## src/rtl/hazard_fwd_ctrl_if.sv

```systemverilog
// Bundle of pipeline-side status inputs and latch-control outputs
// exchanged between the datapath and the hazard/forwarding controller.
interface hazard_fwd_ctrl_if #(
  parameter int REG_AW     = 5,
  parameter int NREAD      = 2,
  parameter int FWD_STAGES = 2,
  parameter int CNT_W      = 32
);
  localparam int SW = $clog2(FWD_STAGES + 1);

  // Status from the pipeline
  logic                         ihit;
  logic                         dhit;
  logic                         dmem_req;
  logic                         branch_flush;
  logic                         jump_flush;
  logic [NREAD*REG_AW-1:0]      id_rsel;
  logic [NREAD*REG_AW-1:0]      ex_rsel;
  logic                         ex_is_load;
  logic                         ex_regwr;
  logic [REG_AW-1:0]            ex_wsel;
  logic [FWD_STAGES-1:0]        stg_regwr;
  logic [FWD_STAGES*REG_AW-1:0] stg_wsel;
  logic                         perf_clr;

  // Controls back to the pipeline
  logic                         pc_wen;
  logic                         ifid_en;
  logic                         ifid_flush;
  logic                         idex_en;
  logic                         idex_flush;
  logic                         exmem_en;
  logic                         exmem_flush;
  logic                         memwb_en;
  logic [NREAD*SW-1:0]          fwd_sel;
  logic [CNT_W-1:0]             stall_cycles;

  // Pipeline side: drives status, consumes controls
  modport master (
    output ihit, dhit, dmem_req, branch_flush, jump_flush, id_rsel, ex_rsel,
           ex_is_load, ex_regwr, ex_wsel, stg_regwr, stg_wsel, perf_clr,
    input  pc_wen, ifid_en, ifid_flush, idex_en, idex_flush, exmem_en,
           exmem_flush, memwb_en, fwd_sel, stall_cycles
  );

  // Controller side: consumes status, drives controls
  modport slave (
    input  ihit, dhit, dmem_req, branch_flush, jump_flush, id_rsel, ex_rsel,
           ex_is_load, ex_regwr, ex_wsel, stg_regwr, stg_wsel, perf_clr,
    output pc_wen, ifid_en, ifid_flush, idex_en, idex_flush, exmem_en,
           exmem_flush, memwb_en, fwd_sel, stall_cycles
  );
endinterface

```

## src/rtl/hazard_fwd_ctrl.sv

```systemverilog
// Hazard, forwarding and stall controller for the 5-stage pipeline.
// Forwarding selects and latch controls are combinational from the
// current state and inputs; only the load-use FSM, its bubble counter
// and the stall-cycle counter are registered.
module hazard_fwd_ctrl #(
  parameter int REG_AW         = 5,
  parameter int NREAD          = 2,
  parameter int FWD_STAGES     = 2,
  parameter int LOAD_STALL_CYC = 1,
  parameter int CNT_W          = 32
) (
  input  logic            CLK,
  input  logic            nRST,
  hazard_fwd_ctrl_if.slave bus
);
  localparam int SW       = $clog2(FWD_STAGES + 1);
  localparam int BCW      = (LOAD_STALL_CYC > 2) ? $clog2(LOAD_STALL_CYC) : 1;
  localparam int LSC_INIT = (LOAD_STALL_CYC > 1) ? LOAD_STALL_CYC - 2 : 0;

  typedef enum logic {RUN, LSTALL} state_t;

  state_t           state_q, state_d;
  logic [BCW-1:0]   bub_q, bub_d;
  logic [CNT_W-1:0] stall_q;

  logic [NREAD-1:0]    id_match;
  logic [NREAD*SW-1:0] fwd_sel_c;
  logic                lu, memwait, flush, stall_inc;

  // Per-operand comparison of ID sources against the EX destination
  for (genvar gi = 0; gi < NREAD; gi++) begin : g_idm
    assign id_match[gi] = (bus.id_rsel[gi*REG_AW +: REG_AW] == bus.ex_wsel);
  end

  assign lu      = bus.ex_is_load && bus.ex_regwr && (bus.ex_wsel != '0) && (|id_match);
  assign memwait = bus.dmem_req && !bus.dhit;
  assign flush   = bus.branch_flush || bus.jump_flush;

  // Forwarding select: scan oldest to youngest so the youngest match wins
  always_comb begin
    fwd_sel_c = '0;
    for (int r = 0; r < NREAD; r++) begin
      for (int k = FWD_STAGES - 1; k >= 0; k--) begin
        if (bus.stg_regwr[k] && (bus.stg_wsel[k*REG_AW +: REG_AW] != '0) &&
            (bus.stg_wsel[k*REG_AW +: REG_AW] == bus.ex_rsel[r*REG_AW +: REG_AW])) begin
          fwd_sel_c[r*SW +: SW] = SW'(k + 1);
        end
      end
    end
  end

  assign bus.fwd_sel      = fwd_sel_c;
  assign bus.stall_cycles = stall_q;

  // Latch controls and FSM next state; a memory wait freezes everything
  always_comb begin
    bus.pc_wen      = 1'b0;
    bus.ifid_en     = 1'b0;
    bus.ifid_flush  = 1'b0;
    bus.idex_en     = 1'b0;
    bus.idex_flush  = 1'b0;
    bus.exmem_en    = 1'b0;
    bus.exmem_flush = 1'b0;
    bus.memwb_en    = 1'b0;
    state_d         = state_q;
    bub_d           = bub_q;
    stall_inc       = memwait;
    if (!memwait) begin
      bus.exmem_en    = bus.ihit || bus.dhit;
      bus.memwb_en    = bus.ihit || bus.dhit;
      bus.exmem_flush = bus.dhit;
      if (flush) begin
        // Taken control transfer squashes IF/ID and ID/EX and cancels any stall
        bus.pc_wen     = bus.ihit;
        bus.ifid_en    = bus.ihit;
        bus.ifid_flush = 1'b1;
        bus.idex_en    = bus.ihit;
        bus.idex_flush = 1'b1;
        state_d        = RUN;
      end else if (state_q == LSTALL) begin
        bus.idex_en    = bus.ihit;
        bus.idex_flush = 1'b1;
        stall_inc      = 1'b1;
        if (bus.ihit) begin
          if (bub_q == '0) state_d = RUN;
          else             bub_d   = bub_q - BCW'(1);
        end
      end else if (lu) begin
        // First bubble is issued from RUN; extra bubbles come from LSTALL
        bus.idex_en    = bus.ihit;
        bus.idex_flush = 1'b1;
        stall_inc      = 1'b1;
        if (bus.ihit && (LOAD_STALL_CYC > 1)) begin
          state_d = LSTALL;
          bub_d   = BCW'(LSC_INIT);
        end
      end else begin
        bus.pc_wen  = bus.ihit;
        bus.ifid_en = bus.ihit;
        bus.idex_en = bus.ihit;
      end
    end
  end

  // Load-use FSM state and remaining-bubble counter
  always_ff @(posedge CLK or negedge nRST) begin
    if (!nRST) begin
      state_q <= RUN;
      bub_q   <= '0;
    end else begin
      state_q <= state_d;
      bub_q   <= bub_d;
    end
  end

  // Saturating stall-cycle counter; clear beats increment
  always_ff @(posedge CLK or negedge nRST) begin
    if (!nRST) begin
      stall_q <= '0;
    end else if (bus.perf_clr) begin
      stall_q <= '0;
    end else if (stall_inc && (stall_q != {CNT_W{1'b1}})) begin
      stall_q <= stall_q + CNT_W'(1);
    end
  end
endmodule
```

## src/flat_wrapper.sv

```systemverilog
// flat-port wrapper written by rule: the top's interface ports become plain ports
module hazard_fwd_ctrl_flat 
#(
  parameter int REG_AW         = 5,
  parameter int NREAD          = 2,
  parameter int FWD_STAGES     = 2,
  parameter int LOAD_STALL_CYC = 1,
  parameter int CNT_W          = 32
)
  (CLK, nRST, bus_ihit, bus_dhit, bus_dmem_req, bus_branch_flush, bus_jump_flush, bus_id_rsel, bus_ex_rsel, bus_ex_is_load, bus_ex_regwr, bus_ex_wsel, bus_stg_regwr, bus_stg_wsel, bus_perf_clr, bus_pc_wen, bus_ifid_en, bus_ifid_flush, bus_idex_en, bus_idex_flush, bus_exmem_en, bus_exmem_flush, bus_memwb_en, bus_fwd_sel, bus_stall_cycles);
  hazard_fwd_ctrl_if #(.REG_AW(REG_AW), .NREAD(NREAD), .FWD_STAGES(FWD_STAGES), .CNT_W(CNT_W)) bus_i ();
  input  logic CLK;
  input  logic nRST;
  input wire logic [$bits(bus_i.ihit)-1:0] bus_ihit;
  input wire logic [$bits(bus_i.dhit)-1:0] bus_dhit;
  input wire logic [$bits(bus_i.dmem_req)-1:0] bus_dmem_req;
  input wire logic [$bits(bus_i.branch_flush)-1:0] bus_branch_flush;
  input wire logic [$bits(bus_i.jump_flush)-1:0] bus_jump_flush;
  input wire logic [$bits(bus_i.id_rsel)-1:0] bus_id_rsel;
  input wire logic [$bits(bus_i.ex_rsel)-1:0] bus_ex_rsel;
  input wire logic [$bits(bus_i.ex_is_load)-1:0] bus_ex_is_load;
  input wire logic [$bits(bus_i.ex_regwr)-1:0] bus_ex_regwr;
  input wire logic [$bits(bus_i.ex_wsel)-1:0] bus_ex_wsel;
  input wire logic [$bits(bus_i.stg_regwr)-1:0] bus_stg_regwr;
  input wire logic [$bits(bus_i.stg_wsel)-1:0] bus_stg_wsel;
  input wire logic [$bits(bus_i.perf_clr)-1:0] bus_perf_clr;
  output wire logic [$bits(bus_i.pc_wen)-1:0] bus_pc_wen;
  output wire logic [$bits(bus_i.ifid_en)-1:0] bus_ifid_en;
  output wire logic [$bits(bus_i.ifid_flush)-1:0] bus_ifid_flush;
  output wire logic [$bits(bus_i.idex_en)-1:0] bus_idex_en;
  output wire logic [$bits(bus_i.idex_flush)-1:0] bus_idex_flush;
  output wire logic [$bits(bus_i.exmem_en)-1:0] bus_exmem_en;
  output wire logic [$bits(bus_i.exmem_flush)-1:0] bus_exmem_flush;
  output wire logic [$bits(bus_i.memwb_en)-1:0] bus_memwb_en;
  output wire logic [$bits(bus_i.fwd_sel)-1:0] bus_fwd_sel;
  output wire logic [$bits(bus_i.stall_cycles)-1:0] bus_stall_cycles;
  assign bus_i.ihit = bus_ihit;
  assign bus_i.dhit = bus_dhit;
  assign bus_i.dmem_req = bus_dmem_req;
  assign bus_i.branch_flush = bus_branch_flush;
  assign bus_i.jump_flush = bus_jump_flush;
  assign bus_i.id_rsel = bus_id_rsel;
  assign bus_i.ex_rsel = bus_ex_rsel;
  assign bus_i.ex_is_load = bus_ex_is_load;
  assign bus_i.ex_regwr = bus_ex_regwr;
  assign bus_i.ex_wsel = bus_ex_wsel;
  assign bus_i.stg_regwr = bus_stg_regwr;
  assign bus_i.stg_wsel = bus_stg_wsel;
  assign bus_i.perf_clr = bus_perf_clr;
  assign bus_pc_wen = bus_i.pc_wen;
  assign bus_ifid_en = bus_i.ifid_en;
  assign bus_ifid_flush = bus_i.ifid_flush;
  assign bus_idex_en = bus_i.idex_en;
  assign bus_idex_flush = bus_i.idex_flush;
  assign bus_exmem_en = bus_i.exmem_en;
  assign bus_exmem_flush = bus_i.exmem_flush;
  assign bus_memwb_en = bus_i.memwb_en;
  assign bus_fwd_sel = bus_i.fwd_sel;
  assign bus_stall_cycles = bus_i.stall_cycles;
  hazard_fwd_ctrl #(.REG_AW(REG_AW), .NREAD(NREAD), .FWD_STAGES(FWD_STAGES), .LOAD_STALL_CYC(LOAD_STALL_CYC), .CNT_W(CNT_W)) u_core (.CLK(CLK), .nRST(nRST), .bus(bus_i));
endmodule
```

## config.mk

```make
export PLATFORM = sky130hd
export DESIGN_NAME = hazard_fwd_ctrl_flat
export DESIGN_NICKNAME = d
export VERILOG_FILES = /design/src/rtl/hazard_fwd_ctrl_if.sv /design/src/rtl/hazard_fwd_ctrl.sv /design/src/flat_wrapper.sv
export SDC_FILE = /design/constraint.sdc
export NUM_CORES = 1
export LEC_CHECK = 0
export CAP_MARGIN = 25
export CORE_ASPECT_RATIO = 0.75
export CORE_MARGIN = 2
export CORE_UTILIZATION = 41
export CTS_BUF_LIST = sky130_fd_sc_hd__clkbuf_8
export DETAILED_ROUTE_END_ITERATION = 8
export PLACE_DENSITY = 0.81
export REMOVE_ABC_BUFFERS = 1
export SYNTH_ARGS = -nofsm -noshare
export SYNTH_HDL_FRONTEND = slang
export SYNTH_SLANG_ARGS = --single-unit
```

## constraint.sdc

```tcl
create_clock -name CLK -period 1.95 [get_ports CLK]
set_input_delay 0.39 -clock CLK [delete_from_list [all_inputs] [get_ports CLK]]
set_output_delay 0.39 -clock CLK [all_outputs]
set_load 0.005 [all_outputs]
```

==> reports/metrics.sh <==
INITIAL_CORE_UTIL_PCT=42.6
PIN_COUNT_OF_THE_BIGGEST_NET_ENTERING_GLOBAL_ROUTING=34
MULTI_INPUT_GATE_AREA_UM2=1680
CTS-HOLD-FIX-BUFFERS=0
YS_SEQ_AREA_SHARE_PCT=36.2
P_INT_mW=1.16
FINAL.MIN_CLOCK_PERIOD_NS=2.18
CTS_BUFFER_DEPTH=2
ASYNC_FLOP_SHARE_PCT=100
FILL_CELLS=320
INSTANCES_NO_FILL=527
SYN-CELL-AREA_UM2=2280
RESULT_OF_THE_RUN='finished with violations'
SEQUENTIAL_CELL_AREA_UM2=826
GRT_SETUP_UNREPAIRED='true'
CRITICAL_PATH.MOST_COMMON_CELL='sky130_fd_sc_hd__buf_6'
SYNTHESIS.YOSYS.WARNINGS=0
DRT-WIRELENGTH-PER-CELL_UM=17.9
BOUNDARYPINS=91
NUMBER_OF_GLOBAL_ROUTE_VIAS_BEFORE_REPAIR=2827
NET-SWITCHING-POWER_mW=0.432
END_KIND='flip-flop'
GLOBAL_ROUTE_WIRE_LENGTH_BEFORE_REPAIR_MM=13.9
CLOCK_SKEW_NS=0.00569
MET2_LENGTH_MM=4.81
PLACED_CELLS=487
MAXCAPVIOLCOUNT=0
CLOCK_POWER_SHARE_PCT=33.3
SYNTH_EDF_COUNT=0
MET1_LENGTH_MM=3.80
P_SW_SHARE_PCT=27.0
WORST_HOLD_PATH_TYPE='in2async'
DRC_ERRORS=0
COMB_POWER_SHARE_PCT=23.5
POST_ROUTE_CELLS_DRIVE_ABOVE_1_SHARE_PCT=43.5
FINALCOREUTILIZATION_PCT=81.9
WORSTPATHREQUIRED_NS=2.13
POSTLAYOUTSETUPSLACKWORST_NS=-0.229
FINALNETCOUNT=499
TIGHTEST_SLEW_NS=0.430
FINAL_HOLD_VIOL_COUNT=0
GRT_USE_TOTAL_PCT=29.3
SLOWEST_STAGE='sky130_fd_sc_hd__or4_4'
FINALINSTANCEAREA_UM2=4380
GRT_OVERFLOW_TOTAL=0
PRE_CTS_WS_NS=-0.973
FLOORPLAN.DIE_AREA_UM2=6180
POST-ROUTE-PERIOD-UTIL_PCT=112
FAILING_CHECKS='negative setup slack'
POST_SYNTH.CELL_AREA_AVG_UM2=8.77
GP_ROUTABILITY_CONGESTION=0.879
ROUTE.VIAS.TOTAL=2797
SLEW_HEADROOM_PCT=71.3
CTS_MADE_BUFFERS=5
INITIAL_ANTENNA_VIOLATION_COUNT=1
CRITPATHMAXFANOUT=5
CTS_TREE='yes'
DETAILED_PLACE_HPWL_MM=5.61
WL_MM=9.45
IR_WORST_VDD_uV=318
TRITONCTS_NUM_SINKS=33
FP.DIEH_UM=68.6
PLACE_AREA_UM2=3760
CTS.CLK_SLEW.WORST_PATHS_NS=0.07
CRIT_PATH_CELL_TRACE='nand4_2 > or2_1 > or4_4 > nor2_4 > buf_6 > buf_6 > nor3_1 > xnor2_1 > nor2_1'
FIRSTDRTPASSITERS=4
TOTAL_LEAKAGE_POWER_nW=1.90
SEQ_PWR_SHARE_PCT=43.2
TIMING.CRITICAL_PATH.FROM='u_core.bus.stall_cycles[8]$_DFFE_PN0P_'
CTS_ROOT_BUFFER='sky130_fd_sc_hd__clkbuf_8'
HIGHEST_LAYER='met4'
CLOCK_LATENCY_NS=0.30
MAX_FREQ_MHz=459
CHIPWIDTH_UM=90.1
MET3WIRELENGTH_UM=543
PORT_BUFFERS=90
ROWS=23
POSTSYNTHREGISTERBITS=33
LAYOUT-AREA-OVERHEAD-VS-SYNTH_PCT=92.2
CRITPATHLAUNCHTYPE='flip-flop'
SYNTHCELLS=260
ANT_NETS=0
STD_CELL_CORE_AREA_UM2=5350
CRIT_ARRIVAL_NS=2.36
SETUP_VIOL=38
WORSTREG2REGSTART='u_core.bus.stall_cycles[8]$_DFFE_PN0P_'
CRITICAL-PATH-MAX-STAGE-DELAY_NS=0.58
POWER.DENSITY_nW_PER_UM2=364
FIRST_ITER_VIOLATIONS=124
SYNTH-MAIN-FF-CELL='sky130_fd_sc_hd__dfrtp_1'
FINAL-MAX-SLEW-VIOLATION-COUNT=0
TIMING.SETUP.CRITICAL_PATH_CLASS='reg2reg'
SYNTH_CELL_TYPE_COUNT=42
CTS_H_TREE_DEPTH=2
ROUTE.DETAILED.VIAS_PER_INST=5.31
## through the flow
| step | hold slack [ns] | setup TNS, ns | total power, mW |
|---|---|---|---|
| global placement | 0.526 | -30.05 | 1.02 |
| CTS | 0.512 | -2.20 | 1.59 |
| floorplan | 0.0944 | -15.93 | 0.792 |
| global route | 0.556 | -8.64 | 1.66 |
| detailed placement | 0.526 | -31.14 | 1.03 |
| finish | 0.488 | -5.53 | 1.60 |
## synthesized netlist by cell type (2+ instances only)
cell,number,area (um2)
sky130_fd_sc_hd__or2_1,2,12.5
sky130_fd_sc_hd__buf_4,4,30.0
sky130_fd_sc_hd__inv_1,5,18.8
sky130_fd_sc_hd__or4_1,7,52.6
sky130_fd_sc_hd__nor2_1,35,131
sky130_fd_sc_hd__or3_1,2,12.5
sky130_fd_sc_hd__a21oi_1,5,25.0
sky130_fd_sc_hd__xnor2_1,41,359
sky130_fd_sc_hd__nor2b_1,5,31.3
sky130_fd_sc_hd__and4_1,2,17.5
sky130_fd_sc_hd__o21ai_1,2,10.0
sky130_fd_sc_hd__nand3_1,18,90.1
sky130_fd_sc_hd__dfrtp_1,33,826
sky130_fd_sc_hd__clkbuf_1,5,18.8
sky130_fd_sc_hd__and3_1,2,12.5
sky130_fd_sc_hd__nor3_2,5,50.1
sky130_fd_sc_hd__nor4_1,8,50.1
sky130_fd_sc_hd__nor3_1,16,80.1
sky130_fd_sc_hd__nand4_1,7,43.8
sky130_fd_sc_hd__nor3b_1,2,15.0
sky130_fd_sc_hd__xor2_1,14,123
sky130_fd_sc_hd__buf_2,2,10.0
sky130_fd_sc_hd__nand2_1,16,60.1
sky130_fd_sc_hd__o21ai_0,4,20.0
## cells by family after synthesis
| family | count (synthesis) | share of synthesized area [%] |
|---|---|---|
| xor gates and xnor gates | 55 | 21.1 |
| muxes | 1 | 0.658 |
| adders and majority gates | 1 | 0.548 |
| AOI/OAI and AO/OA | 20 | 5.92 |
| buffers and inverters | 16 | 3.40 |
| DFF | 33 | 36.2 |
| and+or+nand+nor | 134 | 32.1 |
## worst max-delay path: cells and delay by family, from the launching register on
kind                      cells  cell delay (ns)
xor gates and xnor gates      1             0.18
DFF                           1             0.37
buffers and inverters         2             0.24
and+or+nand+nor               6             1.29
## per-layer routing
layer	GRT usage, %	vias to the layer above
li1	-	1287
met1	33.5	1370
met2	53.9	114
met3	5.33	26
met4	16.2	0
met5	0	-
## layout make-up
type                       count  area share [%]
multi-input combinational    212            38.4
antenna                        1          0.0571
sequential                    33            18.8
timing repair buffer         194            38.2
inverter                       5           0.428
clock inverter                 1          0.0856
tap                           75            2.14
clock buffer                   6            1.88
## sequential cells by signal, summed over array words and instances, names as in the netlist
name / flops
u_core.bus.stall_cycles: 32
u_core.state_q: 1
## power by group through the flow
stage	registers [mW]	clock network [mW]	logic, mW
after global placement	0.701	0	0.322
after global routing	0.689	0.572	0.400
final	0.689	0.532	0.375
after floorplan	0.703	0	0.0888
after detailed placement	0.702	0	0.331
after CTS	0.689	0.534	0.364
## path summary, 6_finish.rpt
check / depth (start not counted) / end / slack (ns)
max in group asynchronous: 2 / u_core.bus.stall_cycles[1]$_DFFE_PN0P_ / 1.14
setup / recovery: 9 / u_core.bus.stall_cycles[19]$_DFFE_PN0P_ / -0.23
min in group CLK: 1 / u_core.state_q$_DFFE_PN0N_ / 0.59
setup reg to reg: 9 / u_core.bus.stall_cycles[19]$_DFFE_PN0P_ / -0.23
hold reg to reg: 1 / u_core.state_q$_DFFE_PN0N_ / 0.59
hold / removal: 2 / u_core.bus.stall_cycles[18]$_DFFE_PN0P_ / 0.49
## placed cells by master (no fill, tap or decap), drive strengths merged, types with 13 or more instances in the layout
cell           count
dfrtp             33
dlygate4sd2       13
buf              126
nor3              21
nor2              36
clkdlybuf4s50     42
nand2             16
xnor2             41
nand3             18
xor2              14
## repair_timing
action	CTS	global route
pin swaps	48	38
resized for setup	189	38
setup endpoints to repair	43	39
cloned	3	0
setup buffers	26	12
Power figures use the tool's default switching activity.
